[src/rtl/riscv_pkg.sv]
// rtl/riscv_pkg.sv - shared fetch types and widths
package riscv_pkg;

    localparam int ADDRSZ  = 64;
    localparam int INSTRSZ = 32;
    localparam int LINESZ  = 64;

    localparam logic [INSTRSZ-1:0] NOP_INSTR = 32'h00000013;

    typedef enum logic [1:0] {
        S_IDLE,
        S_REQ,
        S_WAIT,
        S_SEND
    } fetch_state_t;

endpackage

[src/rtl/instr_fetch_if.sv]
// rtl/instr_fetch_if.sv - fetch bundle: memory line port, decoder port, redirect
interface instr_fetch_if;
    import riscv_pkg::*;

    logic               mem_req_valid;
    logic               mem_req_ready;
    logic [ADDRSZ-1:0]  mem_req_addr;
    logic               mem_resp_valid;
    logic [LINESZ-1:0]  mem_resp_data;
    logic               instr_valid;
    logic               instr_ready;
    logic [INSTRSZ-1:0] instr;
    logic [ADDRSZ-1:0]  instr_pc;
    logic               redirect_valid;
    logic [ADDRSZ-1:0]  redirect_pc;

    modport master (
        output mem_req_valid, mem_req_addr, instr_valid, instr, instr_pc,
        input  mem_req_ready, mem_resp_valid, mem_resp_data, instr_ready,
               redirect_valid, redirect_pc
    );

    modport slave (
        input  mem_req_valid, mem_req_addr, instr_valid, instr, instr_pc,
        output mem_req_ready, mem_resp_valid, mem_resp_data, instr_ready,
               redirect_valid, redirect_pc
    );

endinterface

[src/rtl/fetch_line_buf.sv]
// rtl/fetch_line_buf.sv - holds one fetched line and selects the active half
module fetch_line_buf
    import riscv_pkg::*;
(
    input  logic               clk,
    input  logic               reset,
    input  logic               load,
    input  logic [LINESZ-1:0]  line_in,
    input  logic               sel,
    output logic [INSTRSZ-1:0] word
);

    logic [LINESZ-1:0] line_q;

    always_ff @(posedge clk) begin
        if (reset) begin
            line_q <= '0;
        end else if (load) begin
            line_q <= line_in;
        end
    end

    assign word = sel ? line_q[LINESZ-1:INSTRSZ] : line_q[INSTRSZ-1:0];

endmodule

[src/rtl/instr_fetch.sv]
// rtl/instr_fetch.sv - PC owner: fetches 64-bit lines, feeds decoder one word per cycle
module instr_fetch
    import riscv_pkg::*;
#(
    parameter logic [ADDRSZ-1:0] RESET_PC = '0
) (
    input  logic          clk,
    input  logic          reset,
    instr_fetch_if.master bus
);

    fetch_state_t       state, state_nxt;
    logic [ADDRSZ-1:0]  pc, pc_nxt;
    logic               squash, squash_nxt;
    logic               slot, slot_nxt;
    logic               line_load;
    logic [INSTRSZ-1:0] slot_word;

    fetch_line_buf u_line_buf (
        .clk     (clk),
        .reset   (reset),
        .load    (line_load),
        .line_in (bus.mem_resp_data),
        .sel     (slot),
        .word    (slot_word)
    );

    always_ff @(posedge clk) begin
        if (reset) begin
            state  <= S_IDLE;
            pc     <= RESET_PC;
            squash <= 1'b0;
            slot   <= 1'b0;
        end else begin
            state  <= state_nxt;
            pc     <= pc_nxt;
            squash <= squash_nxt;
            slot   <= slot_nxt;
        end
    end

    always_comb begin
        state_nxt         = state;
        pc_nxt            = pc;
        squash_nxt        = squash;
        slot_nxt          = slot;
        line_load         = 1'b0;
        bus.mem_req_valid = 1'b0;
        bus.mem_req_addr  = '0;
        bus.instr_valid   = 1'b0;
        bus.instr         = '0;
        bus.instr_pc      = '0;

        case (state)
            S_IDLE: state_nxt = S_REQ;
            S_REQ: begin
                bus.mem_req_valid = 1'b1;
                bus.mem_req_addr  = {pc[ADDRSZ-1:3], 3'b000};
                if (bus.mem_req_ready) state_nxt = S_WAIT;
            end
            S_WAIT: begin
                if (bus.mem_resp_valid) begin
                    if (squash) begin
                        squash_nxt = 1'b0;
                        state_nxt  = S_REQ;
                    end else begin
                        line_load = 1'b1;
                        slot_nxt  = pc[2];
                        state_nxt = S_SEND;
                    end
                end
            end
            S_SEND: begin
                bus.instr_valid = 1'b1;
                bus.instr       = slot_word;
                bus.instr_pc    = pc;
                if (bus.instr_ready) begin
                    pc_nxt = pc + ADDRSZ'(4);
                    if (slot) state_nxt = S_REQ;
                    else      slot_nxt  = 1'b1;
                end
            end
            default: state_nxt = S_IDLE;
        endcase

        // A redirect overrides the normal step; an accepted or in-flight line becomes stale.
        if (bus.redirect_valid) begin
            pc_nxt          = {bus.redirect_pc[ADDRSZ-1:2], 2'b00};
            slot_nxt        = 1'b0;
            line_load       = 1'b0;
            bus.instr_valid = 1'b0;
            case (state)
                S_REQ: begin
                    state_nxt  = bus.mem_req_ready ? S_WAIT : S_REQ;
                    squash_nxt = bus.mem_req_ready;
                end
                S_WAIT: begin
                    state_nxt  = bus.mem_resp_valid ? S_REQ : S_WAIT;
                    squash_nxt = !bus.mem_resp_valid;
                end
                default: state_nxt = S_REQ;
            endcase
        end
    end

endmodule

[src/flat_wrapper.sv]
// flat-port wrapper written by rule: the top's interface ports become plain ports
module instr_fetch_flat import riscv_pkg::*;
#(
    parameter logic [ADDRSZ-1:0] RESET_PC = '0
)
  (clk, reset, bus_mem_req_valid, bus_mem_req_addr, bus_instr_valid, bus_instr, bus_instr_pc, bus_mem_req_ready, bus_mem_resp_valid, bus_mem_resp_data, bus_instr_ready, bus_redirect_valid, bus_redirect_pc);
  instr_fetch_if bus_i ();
  input  logic clk;
  input  logic reset;
  output wire logic [$bits(bus_i.mem_req_valid)-1:0] bus_mem_req_valid;
  output wire logic [$bits(bus_i.mem_req_addr)-1:0] bus_mem_req_addr;
  output wire logic [$bits(bus_i.instr_valid)-1:0] bus_instr_valid;
  output wire logic [$bits(bus_i.instr)-1:0] bus_instr;
  output wire logic [$bits(bus_i.instr_pc)-1:0] bus_instr_pc;
  input wire logic [$bits(bus_i.mem_req_ready)-1:0] bus_mem_req_ready;
  input wire logic [$bits(bus_i.mem_resp_valid)-1:0] bus_mem_resp_valid;
  input wire logic [$bits(bus_i.mem_resp_data)-1:0] bus_mem_resp_data;
  input wire logic [$bits(bus_i.instr_ready)-1:0] bus_instr_ready;
  input wire logic [$bits(bus_i.redirect_valid)-1:0] bus_redirect_valid;
  input wire logic [$bits(bus_i.redirect_pc)-1:0] bus_redirect_pc;
  assign bus_mem_req_valid = bus_i.mem_req_valid;
  assign bus_mem_req_addr = bus_i.mem_req_addr;
  assign bus_instr_valid = bus_i.instr_valid;
  assign bus_instr = bus_i.instr;
  assign bus_instr_pc = bus_i.instr_pc;
  assign bus_i.mem_req_ready = bus_mem_req_ready;
  assign bus_i.mem_resp_valid = bus_mem_resp_valid;
  assign bus_i.mem_resp_data = bus_mem_resp_data;
  assign bus_i.instr_ready = bus_instr_ready;
  assign bus_i.redirect_valid = bus_redirect_valid;
  assign bus_i.redirect_pc = bus_redirect_pc;
  instr_fetch #(.RESET_PC(RESET_PC)) u_core (.clk(clk), .reset(reset), .bus(bus_i));
endmodule
[config.mk]
export PLATFORM = sky130hd
export DESIGN_NAME = instr_fetch_flat
export DESIGN_NICKNAME = d
export VERILOG_FILES = /design/src/rtl/riscv_pkg.sv /design/src/rtl/instr_fetch_if.sv /design/src/rtl/fetch_line_buf.sv /design/src/rtl/instr_fetch.sv /design/src/flat_wrapper.sv
export SDC_FILE = /design/constraint.sdc
export NUM_CORES = 1
export LEC_CHECK = 0
export BUFFER_PORTS_ARGS = -buffer_cell sky130_fd_sc_hd__buf_2
export CAP_MARGIN = 20
export CORE_AREA = 2 2 134 136
export CTS_CLUSTER_SIZE = 12
export DETAILED_ROUTE_END_ITERATION = 7
export DIE_AREA = 0 0 136 138
export PLACE_DENSITY_LB_ADDON = 0.2
export SYNTH_ARGS = -nofsm -noshare
export SYNTH_HDL_FRONTEND = slang
export SYNTH_SLANG_ARGS = --single-unit
[constraint.sdc]
create_clock -name clk -period 2.5 [get_ports clk]
set_input_delay 0 -clock clk [delete_from_list [all_inputs] [get_ports clk]]
set_output_delay 0 -clock clk [all_outputs]
set_load 0.03 [all_outputs]
Word-level counts from Yosys, hierarchy flattened
Index checks and enable logic that the tools add are counted.
W data, S select, Z words.
- eq/ne operators: 10
- bitwise gates (word level): 0
- shifts and indexed selects: 0
- $add $sub $neg: 1
- order comparisons: 0
- multiply operators: 0
- reductions and logical operators: 10
- divide/modulo/power cells: 0
- muxes and demuxes: 32
- operators with widths (cell ; number):
    $mux W64 ; 5
    $add A64 B3 Y64 const B ; 1
    $mux W32 ; 2
    $mux W2 ; 8
    $mux W1 ; 13
    $ne A3 B3 Y1 const B ; 3
    $pmux W2 S4 ; 1
    $reduce_and A4 Y1 ; 2
    $ne A2 B2 Y1 const B ; 3
    $reduce_bool A2 Y1 ; 3
    $eq A2 B2 Y1 const B ; 2
    $pmux W1 S2 ; 2
    $pmux W2 S2 ; 1
    $reduce_and A2 Y1 ; 2
    $ne A3 B2 Y1 const B ; 1
    $eq A2 B1 Y1 const B ; 1
    $logic_not A2 Y1 ; 1
    $reduce_or A2 Y1 ; 1
    $logic_not A1 Y1 ; 1
- memories: 0
- register bits after elaboration: 132
- bits in read-only memories: 0
- memory bits (writable): 0
- output and inout bits: 162
- logic and storage cells: 59
- bits in latches: 0

Longest topological paths before layout
Gate-level depths: netlist of run 1.
- depth after elaboration: 4
- mapped depth: 8
- mapped depth without buffers: 7

By module
From an unflattened synthesis of run 1, not the netlist that was laid out.
- cell total of the unflattened synthesis: 965
- area, all modules: 8056.5 sq um
- modules (own cells, without submodules) (module ; area an instance (sq um) ; instances ; cells an instance ; sequential area each (sq um)):
    instr_fetch ; 5322.6 ; 1 ; 723 ; 1321.3
    fetch_line_buf ; 2733.9 ; 1 ; 242 ; 1281.2

Least setup slack after synthesis of run 1
No wires, ideal clock.
- path type: reg2reg
- start: register u_core.state[0]
- end: register u_core.pc[57]
- cell stages (with the launch flop): 8
- setup time: 0.091 ns
- setup slack: -0.145 ns
- data arrival time: 2.554 ns
- cells stage by stage: dfxtp_1 > ha_1 > nand4_1 > or4_1 > buf_2 > or4_1 > or4_1 > a311oi_1
- longest elaborated chain between the ends: 3
- ends and longest elaborated chain (item ; line ; text):
    from (decl) ; instr_fetch.sv:12 ; fetch_state_t state, state_nxt;
    from (signal assigned) ; instr_fetch.sv:35 ; state <= state_nxt;
    $eq A2 B2 Y1 ; instr_fetch.sv:54 ; case (state)
    $reduce_bool A2 Y1 (no line) ; -- ;
    $reduce_and A2 Y1 (no line) ; -- ;
    to (signal assigned) ; instr_fetch.sv:36 ; pc <= pc_nxt;
    to (decl) ; instr_fetch.sv:13 ; logic [ADDRSZ-1:0] pc, pc_nxt;
Every way passes these cells.
A chain may end at the register's enable or synchronous reset.

Worst setup path after layout of run 1
- start: register u_core.pc[2]
- end: register u_core.pc[46]
- longest elaborated chain between the ends: 4
- ends and longest elaborated chain (item ; line ; text):
    $add A64 B3 Y64 ; instr_fetch.sv:78 ; pc_nxt = pc + ADDRSZ'(4);
    $mux W64 ; instr_fetch.sv:77 ; if (bus.instr_ready) begin
    $mux W64 ; instr_fetch.sv:54 ;
    $mux W64 ; instr_fetch.sv:87 ; if (bus.redirect_valid) begin
Every way passes these cells. The select of a mux whose other input is x is not followed.

==> impl_metrics.env, run 1 <==
export IMPL_grt_total_usage=0.278
export IMPL_reg2reg_to="u_core.pc[46]"
export IMPL_initial_core_util=0.437
export IMPL_drive_gt1_frac=0.300
export IMPL_synth_avg_cell_area_um2=7.51
export IMPL_num_vias=8926
export IMPL_maxCapViolations=0
export IMPL_vias_per_cell=5.22
export IMPL_gp_congestion=0.911
export IMPL_dp_cells=1545
export IMPL_design_core_area_um2=17500
export IMPL_drtIter0Drc=534
export IMPL_status="finished, final reports clean"
export IMPL_final_period_utilization=0.988
export IMPL_cts_buffers=17
export IMPL_clock_sinks=130
export IMPL_wl_per_cell_um=15.7
export IMPL_grt_overflow_total=0
export IMPL_path_max_fanout=5
export IMPL_dieHeight_um=138
export IMPL_ys_types=49
export IMPL_path_depth=6
export IMPL_rr_startpoint="u_core.pc[2]"
export IMPL_io_buffer_count=288
export IMPL_worstSetupPathType="reg2reg"
export IMPL_ys_ff_latch=130
export IMPL_worstSetupEndpointType="flop"
export IMPL_syn2layout_area_growth_pct=54.0
export IMPL_postRouteAntennaNets=0
export IMPL_path_common_cell="or4_4"
export IMPL_cp_cell_sequence="ha_4 -> nand4_1 -> or4_4 -> or4_4 -> or2_0 -> a2111oi_2"
export IMPL_rsz0062_at_grt="yes"
export IMPL_htree_levels=4
export IMPL_slowest_delay_ps=550
export IMPL_power_density_nw_per_um2=494
export IMPL_finalClockSkew_ps=7.83
export IMPL_synth_yosys_warnings=0
export IMPL_fin_util=0.672
export IMPL_clkTransAtPathRegs_ps=60
export IMPL_path_buf_inv=0
export IMPL_hpwl_um=17800
export IMPL_clk_latency_ps=420
export IMPL_nFillCells=1489
export IMPL_io_pin_count=296
export IMPL_synth_area_um2=7650
export IMPL_cp_required_ps=2820
export IMPL_grt_max_degree=77
export IMPL_use_met2=0.486
export IMPL_r2r_slack_ps=30
export IMPL_period_needed_ps=2470
export IMPL_grt_busiest_layer="met2"
export IMPL_max_vdd_ir_drop_mv=0.433
export IMPL_antenna_found_initial=0
export IMPL_cp_endpoint="u_core.pc[46]"
export IMPL_n_antenna_cell=0
export IMPL_ys_flop_type="dfxtp_1"
export IMPL_slew_viol_final=0
export IMPL_cp_slowest_cell="or4_4"
export IMPL_post_route_drc_count=0
export IMPL_startpoint_type="flop"
export IMPL_reg2reg_depth=6
export IMPL_ys_async_sr_fraction=0
export IMPL_arrival_ps=2790
export IMPL_grt_use_met3=0.0612
export IMPL_holdPathStages=3
export IMPL_p_leak_nw=4.94
export IMPL_die_width_um=136
export IMPL_setup_violations_final=0
export IMPL_path_delay_family="simple AND/OR/NAND/NOR gates"
export IMPL_cts_tree="done"
export IMPL_grtUsageMet1=0.331
export IMPL_syn_inst=1019
export IMPL_hold_class="in2reg"
export IMPL_wl_um=26900
export IMPL_final_cells=1709
export IMPL_grt_pass1_vias=8665
export IMPL_die_area_um2=18800
export IMPL_fmax_ghz=0.405
export IMPL_finalNetCount=1606
export IMPL_hold_viol=0
export IMPL_cp_startpoint="u_core.pc[2]"
export IMPL_tightestPinTransition_ps=670
export IMPL_clockBufferDepth=2
export IMPL_drt_pass1_iter_count=5
export IMPL_grt_pass1_wl_um=42300
export IMPL_row_count=49
export IMPL_synth_edf_count=0
export IMPL_ys_seq_area_frac=0.340
export IMPL_max_slew_margin=0.553
export IMPL_cts_root_buf="clkbuf_16"
-- worst min path at each step --
stage / endpoint / start / slack, ps
after CTS: u_core.pc[55] / bus_redirect_valid / 50
after floorplan: u_core.u_line_buf.line_q[0] / bus_mem_resp_data[0] / 140
final: u_core.pc[55] / bus_redirect_valid / 70
after global routing: u_core.pc[3] / bus_instr_ready / 100
after global placement: u_core.pc[8] / bus_redirect_pc[8] / 240
after detailed placement: u_core.pc[2] / bus_redirect_pc[2] / 240
-- kinds of logic after synthesis --
group / Yosys count / share of synthesized area
compound gates: 163 / 0.136
mux: 36 / 0.0471
other cells: 1 / 0.000490
fa+ha+maj: 5 / 0.00817
xor+xnor: 33 / 0.0378
simple gates: 545 / 0.375
buf+inv: 106 / 0.0556
flops: 130 / 0.340
-- layout by cell type (no fill, tap or decap), types with 4 or more instances in the layout --
master	n
a2111oi_0	11
a211oi_1	27
a21oi_1	80
a311oi_1	15
and2_1	127
and3_1	8
and4_1	9
buf_12	4
buf_2	287
buf_4	90
clkbuf_16	17
clkinv_4	6
conb_1	5
dfxtp_1	125
dfxtp_2	4
dlygate4sd3_1	128
inv_1	18
mux2i_1	36
nand2_1	174
nand3_1	24
nand4_1	25
nor2_1	65
nor2b_1	35
nor3_1	10
nor3b_1	4
nor4_1	20
nor4b_1	4
o21ai_0	9
o31ai_1	6
or3_1	11
or4_1	7
or4_4	8
xnor2_1	21
xor2_1	12
-- state kept, by name, summed over array words and instances, names as in the netlist --
register	flops
u_core.state	2
u_core.u_line_buf.line_q	64
u_core.slot	1
u_core.pc	62
u_core.squash	1
-- synthesized netlist by cell type, types with 3 or more instances --
cell type | n | area share
nor4_1 | 20 | 0.016
ha_1 | 5 | 0.0082
xor2_1 | 12 | 0.014
nand3_1 | 24 | 0.016
buf_4 | 5 | 0.0049
o31ai_1 | 6 | 0.0059
nand4_1 | 25 | 0.020
inv_1 | 19 | 0.0093
mux2i_1 | 36 | 0.047
nor4b_1 | 6 | 0.0069
o21a_1 | 3 | 0.0029
a311oi_1 | 16 | 0.018
and4_1 | 9 | 0.010
dfxtp_1 | 130 | 0.34
a211oi_1 | 27 | 0.026
o31a_1 | 3 | 0.0034
nor2b_1 | 35 | 0.029
nor3_1 | 10 | 0.0065
or3_1 | 13 | 0.011
and3_1 | 8 | 0.0065
nor3b_1 | 5 | 0.0049
o21ai_0 | 9 | 0.0059
or4_1 | 13 | 0.013
and2_1 | 127 | 0.10
xnor2_1 | 21 | 0.024
clkbuf_1 | 67 | 0.033
buf_1 | 7 | 0.0034
a2111oi_0 | 12 | 0.014
a21oi_1 | 80 | 0.052
buf_2 | 7 | 0.0046
nand2_1 | 174 | 0.085
nor2_1 | 65 | 0.032
-- tightest hold or removal path, stage by stage --
cell and delay (ps):
buf_2 220, nor2_1 120, a2111oi_0 90
-- cell type report --
type                            instances  area, um^2  share of cell area
Multi-Input combinational cell        787        4730               0.401
Timing Repair Buffer                  511        3500               0.297
Sequential cell                       130        2610               0.222
Clock buffer                           18         429              0.0364
Tap cell                              229         287              0.0243
Clock inverter                         14         156              0.0133
Inverter                               20        75.1             0.00637
-- routing by layer --
layer | part of all wire | routed length, um
met5 | 0 | 0
met3 | 0.067 | 1810
met2 | 0.50 | 13400
met4 | 0.020 | 535
met1 | 0.41 | 11100
-- timing repair --
item	CTS	global route
buffers inserted	0	4
cloned	0	0
hold endpoints to repair	127	0
pin swaps	0	7
resized for setup	4	12
endpoints found under the setup margin	3	13
hold buffers	128	0
-- through the flow --
step | setup TNS, ps | cell area [um^2] | setup slack (ps) | hold slack, ps | power, mW
2_1_floorplan | 0 | 7700 | 4.42 | 136 | 2.82
3_3_place_gp | 0 | 9820 | 15.2 | 240 | 3.19
3_5_place_dp | -80.9 | 9820 | -37.3 | 245 | 3.20
4_1_cts | 0 | 11700 | 4.00 | 46.3 | 5.84
5_1_grt | -333 | 11800 | -63.7 | 103 | 6.04
6_report | 0 | 11800 | 30.2 | 71.6 | 5.82
-- power by group --
group	total (mW)	switching [mW]	leakage [nW]	internal, mW
sequential	2.24	0.0800	1.07	2.16
combinational	1.10	0.598	3.59	0.500
clock	2.49	1.01	0.285	1.48
total	5.82	1.68	4.94	4.14
Power figures use the tool's default switching activity.
==> run 2, diff against run 1 <==
==> constraint.sdc (replaced) <==
create_clock -name clk -period 3.02 [get_ports clk]
set_input_delay 0 -clock clk [delete_from_list [all_inputs] [get_ports clk]]
set_output_delay 0 -clock clk [all_outputs]
set_load 0.03 [all_outputs]
==> run 2 against run 1 <==
Sequential share of layout area up 1.2 points. Final area down 5.3%. Die area unchanged. Critical path type unchanged. Largest cell class unchanged.
==> impl_metrics.env, run 2 (same netlist as run 1, synthesis figures left out) <==
export IMPL_syn2layout_area_growth_pct=45.8
export IMPL_arrival_ps=3120
export IMPL_largest_reg_flops=64
export IMPL_cp_required_ps=3360
export IMPL_path_max_fanout=6
export IMPL_pre_cts_slack_ps=215
export IMPL_final_period_utilization=0.921
export IMPL_postRouteAntennaNets=0
export IMPL_startpoint_type="flop"
export IMPL_vias_per_cell=5.18
export IMPL_post_route_drc_count=0
export IMPL_initial_core_util=0.437
export IMPL_fin_util=0.637
export IMPL_layout_common_cells="buf_2, nand2_1, dfxtp_1"
export IMPL_clk_latency_ps=430
export IMPL_io_pin_count=296
export IMPL_worstSetupPathType="reg2reg"
export IMPL_setup_violations_final=0
export IMPL_cp_slowest_cell="or4_1"
export IMPL_hold_viol=0
export IMPL_wl_per_cell_um=15.0
export IMPL_timing_final_ws_setup_ps=238
export IMPL_rsz0062_at_grt="no"
export IMPL_max_vdd_ir_drop_mv=0.417
export IMPL_switchingPower_mw=1.44
export IMPL_layout_commonest_cell="buf_2"
export IMPL_tightestPinTransition_ps=775
export IMPL_cp_cell_sequence="ha_2 -> nand4_1 -> or4_1 -> or4_4 -> or4_1 -> a311oi_1"
export IMPL_hold_class="in2reg"
export IMPL_drt_pass1_iter_count=5
export IMPL_fin_total_pwr_mw=4.67
export IMPL_power_density_nw_per_um2=419
export IMPL_clockBufferDepth=2
export IMPL_status="finished, final reports clean"
export IMPL_switching_share=0.308
export IMPL_slowest_delay_ps=590
export IMPL_maxCapViolations=0
export IMPL_p_leak_nw=4.57
export IMPL_antenna_found_initial=2
export IMPL_postCtsSetupBuffers=0
export IMPL_nFillCells=1539
export IMPL_clkTransAtPathRegs_ps=60
export IMPL_row_count=49
export IMPL_clock_sinks=130
export IMPL_pwr_share_seq=0.404
export IMPL_hpwl_um=16300
export IMPL_htree_levels=4
export IMPL_die_width_um=136
export IMPL_grt_total_usage=0.258
export IMPL_regMostFlops="u_core.u_line_buf.line_q"
export IMPL_drive_gt1_frac=0.257
export IMPL_setup_tns_ps=0
export IMPL_grt_max_degree=83
export IMPL_grt_overflow_total=0
export IMPL_grt_pass1_vias=7962
export IMPL_num_vias=8509
export IMPL_fmax_ghz=0.359
export IMPL_reg_top3="u_core.u_line_buf.line_q x64, u_core.pc x62, u_core.state x2"
export IMPL_p_comb_frac=0.169
export IMPL_design_core_area_um2=17500
export IMPL_gp_congestion=0.912
export IMPL_clockPowerShare=0.427
export IMPL_finalClockSkew_ps=7.35
export IMPL_drtIter0Drc=455
export IMPL_max_slew_margin=0.483
export IMPL_slew_viol_final=0
export IMPL_finalNetCount=1539
export IMPL_wl_um=24700
export IMPL_worstSetupEndpointType="flop"
export IMPL_io_buffer_count=288
export IMPL_internal_power_mw=3.23
export IMPL_die_area_um2=18800
export IMPL_cts_tree="done"
export IMPL_grt_pass1_wl_um=39400
export IMPL_path_common_cell="or4_1"
export IMPL_period_needed_ps=2780
export IMPL_dieHeight_um=138
export IMPL_cts_root_buf="clkbuf_16"
export IMPL_cts_buffers=17
## run 2: changes by cell type in the layout (fill, tap and decap cells not counted), moves of 3 or more
cell / before / now
or4_1: 7 / 12
dfxtp_2: 4 / 1
buf_4: 90 / 27
or4_4: 8 / 3
clkinv_4: 6 / 3
inv_8: 0 / 6
dfxtp_1: 125 / 129
## run 2: what timing repair did
item | in CTS | in global routing
setup endpoints to repair | 0 | 3
endpoints found under the hold margin | 127 | 0
hold buffers | 128 | 0
gates resized for setup | 0 | 3
## run 2: path summary, 6_finish.rpt
path                             endpoint  slack [ps]  cells after the start                    startpoint
max                         u_core.pc[57]         240                      6               u_core.state[0]
min                          u_core.pc[3]          60                      5               bus_instr_ready
max reg2reg                 u_core.pc[57]         240                      6               u_core.state[0]
min reg2reg  u_core.u_line_buf.line_q[51]         450                      2  u_core.u_line_buf.line_q[51]
## run 2: power by group through the flow
stage                     clock, mW  combinational [mW]  sequential [mW]
after floorplan                   0               0.443             1.89
after global routing           2.13               0.859             1.90
after detailed placement          0               0.653             1.92
after global placement            0               0.650             1.92
after CTS                      2.03               0.786             1.88
final                          2.00               0.790             1.89
## run 2: final cells by class
class	instances	area (um^2)	area share
multi-input combinational	787	4660	0.418
clock buffer	17	425	0.0381
inverter	20	75.1	0.00673
antenna	2	5.00	0.000448
sequential	130	2600	0.233
clock inverter	15	143	0.0128
timing repair buffer	444	2960	0.265
tap	229	287	0.0257
## run 2: critical path, delay by kind of cell (launching register included)
family          cells  cell delay [ps]
simple gates        4             1780
flops               1              420
compound gates      1              250
fa+ha+maj           1              240
## run 2: metal layers
metal | global-route usage | routed length, um
met1 | 0.318 | 10400
met2 | 0.439 | 12000
met3 | 0.0645 | 1770
met5 | 0 | 0
met4 | 0.0811 | 511
## run 2: through the flow
stage | hold WS (ps) | area, um^2 | instances
2_1_floorplan | 136 | 7670 | 1023
3_3_place_gp | 233 | 9300 | 1482
3_5_place_dp | 240 | 9300 | 1482
4_1_cts | 51.6 | 11100 | 1642
5_1_grt | 87.3 | 11200 | 1643
6_report | 59.7 | 11200 | 1644
==> run 3, diff against run 2 <==
--- a/config.mk
+++ b/config.mk
@@ -12,6 +12,7 @@
 export DETAILED_ROUTE_END_ITERATION = 7
 export DIE_AREA = 0 0 136 138
 export PLACE_DENSITY_LB_ADDON = 0.2
+export SKIP_CTS_REPAIR_TIMING = 1
 export SYNTH_ARGS = -nofsm -noshare
 export SYNTH_HDL_FRONTEND = slang
 export SYNTH_SLANG_ARGS = --single-unit
==> constraint.sdc (replaced) <==
create_clock -name clk -period 3.02 [get_ports clk]
set_input_delay 0 -clock clk [delete_from_list [all_inputs] [get_ports clk]]
set_output_delay 0 -clock clk [all_outputs]
set_load 0.005 [all_outputs]
==> run 3 against run 2 <==
The flow now finishes with violations (negative hold slack). Routed wire length increased by 1.4%. First-iteration DRC count increased by 24%. Clock power about the same. Largest power group unchanged. Final cell count decreased by 0.18%. Worst setup slack got worse by 89 ps.
==> impl_metrics.env, run 3 (same netlist as run 1, synthesis figures left out) <==
export IMPL_grt_total_usage=0.240
export IMPL_grt_pass1_wl_um=36800
export IMPL_io_pin_count=296
export IMPL_grt_max_degree=81
export IMPL_die_area_um2=18800
export IMPL_p_leak_nw=4.57
export IMPL_power_density_nw_per_um2=408
export IMPL_worstSetupEndpointType="flop"
export IMPL_n_antenna_cell=0
export IMPL_hold_viol=1
export IMPL_tightestPinTransition_ps=866
export IMPL_drt_pass1_iter_count=5
export IMPL_pwr_share_seq=0.415
export IMPL_clk_latency_ps=420
export IMPL_hpwl_um=16300
export IMPL_slew_viol_final=0
export IMPL_p_comb_frac=0.145
export IMPL_num_vias=8587
export IMPL_timing_final_ws_setup_ps=149
export IMPL_antenna_found_initial=1
export IMPL_drive_gt1_frac=0.256
export IMPL_setup_tns_ps=0
export IMPL_syn2layout_area_growth_pct=45.4
export IMPL_gp_congestion=0.880
export IMPL_initial_core_util=0.437
export IMPL_clockBufferDepth=2
export IMPL_switching_share=0.289
export IMPL_arrival_ps=3190
export IMPL_wl_per_cell_um=15.3
export IMPL_cts_root_buf="clkbuf_16"
export IMPL_htree_levels=4
export IMPL_final_period_utilization=0.951
export IMPL_setup_violations_final=0
export IMPL_clkTransAtPathRegs_ps=60
export IMPL_status="finished, violations left"
export IMPL_fmax_ghz=0.348
export IMPL_hold_class="in2reg"
export IMPL_largest_reg_flops=64
export IMPL_post_route_drc_count=0
export IMPL_layout_commonest_cell="buf_2"
export IMPL_pre_cts_slack_ps=178
export IMPL_cts_buffers=17
export IMPL_hold_ws_ps=-0.928
export IMPL_grt_pass1_vias=7377
export IMPL_startpoint_type="flop"
export IMPL_regMostFlops="u_core.u_line_buf.line_q"
export IMPL_max_vdd_ir_drop_mv=0.392
export IMPL_die_width_um=136
export IMPL_switchingPower_mw=1.31
export IMPL_cp_required_ps=3340
export IMPL_vias_per_cell=5.23
export IMPL_row_count=49
export IMPL_clockPowerShare=0.440
export IMPL_cts_tree="done"
export IMPL_period_needed_ps=2870
export IMPL_violations="negative hold slack"
export IMPL_finalNetCount=1538
export IMPL_reg_top3="u_core.u_line_buf.line_q x64, u_core.pc x62, u_core.state x2"
export IMPL_rsz0062_at_grt="no"
export IMPL_path_max_fanout=6
export IMPL_postRouteAntennaNets=0
export IMPL_r2r_slack_ps=150
export IMPL_io_buffer_count=288
export IMPL_dieHeight_um=138
export IMPL_wl_um=25000
export IMPL_max_slew_margin=0.423
export IMPL_fin_total_pwr_mw=4.55
export IMPL_clock_sinks=130
export IMPL_worstSetupPathType="reg2reg"
export IMPL_layout_common_cells="buf_2, nand2_1, dfxtp_1"
export IMPL_internal_power_mw=3.23
export IMPL_drtIter0Drc=562
export IMPL_design_core_area_um2=17500
export IMPL_maxCapViolations=0
export IMPL_grt_overflow_total=0
export IMPL_finalClockSkew_ps=7.22
[run 3: cell types whose count changed in the layout (fill, tap and decap cells not counted), sizes merged]
cell	previous run	this run
inv	29	32
clkinv	3	1
diode	2	0
dlygate4sd3	128	127
clkinvlp	3	2
[run 3: power by group through the flow]
stage                     combinational, mW  clock, mW  sequential, mW
final                                 0.658       2.00            1.89
after global routing                  0.730       2.12            1.90
after CTS                             0.526       2.02            1.88
after detailed placement              0.523          0            1.92
after global placement                0.520          0            1.92
after floorplan                       0.318          0            1.89
[run 3: area by class of cell]
cell class | instances | area [um^2]
Tap cell | 229 | 287
Inverter | 20 | 75.1
Multi-Input combinational cell | 787 | 4650
Timing Repair Buffer | 443 | 2950
Clock buffer | 17 | 425
Sequential cell | 130 | 2600
Fill cell | 1547 | 6400
Clock inverter | 15 | 139
[run 3: routing by layer]
| layer | track usage | up-vias | share of wire |
|---|---|---|---|
| li1 | - | 4265 | - |
| met1 | 0.299 | 3972 | 0.42 |
| met2 | 0.398 | 298 | 0.49 |
| met3 | 0.0631 | 50 | 0.066 |
| met4 | 0.0844 | 2 | 0.022 |
| met5 | 0 | - | 0.00052 |
[run 3: per-stage QoR]
step,hold WS [ps],area [um^2],std cells,utilization
after floorplan,136,7670,1023,-
final,-0.928,11100,1641,0.635
after global placement,234,9300,1482,0.530
after global routing,65.0,11100,1641,0.635
after detailed placement,238,9300,1482,0.530
after CTS,-201,9860,1514,0.562
[run 3: final timing paths]
kind	depth (start not counted)	start	to
setup / recovery	6	u_core.state[0]	u_core.pc[57]
hold / removal	5	bus_redirect_pc[61]	u_core.pc[61]
setup reg to reg	6	u_core.state[0]	u_core.pc[57]
hold reg to reg	2	u_core.u_line_buf.line_q[3]	u_core.u_line_buf.line_q[3]
[run 3: worst max-delay path, stage by stage, from the launching register on]
cell and delay, ps:
dfxtp_1 410, ha_2 240, nand4_1 180, or4_1 590, or4_1 650, or4_1 440
a311oi_1 270
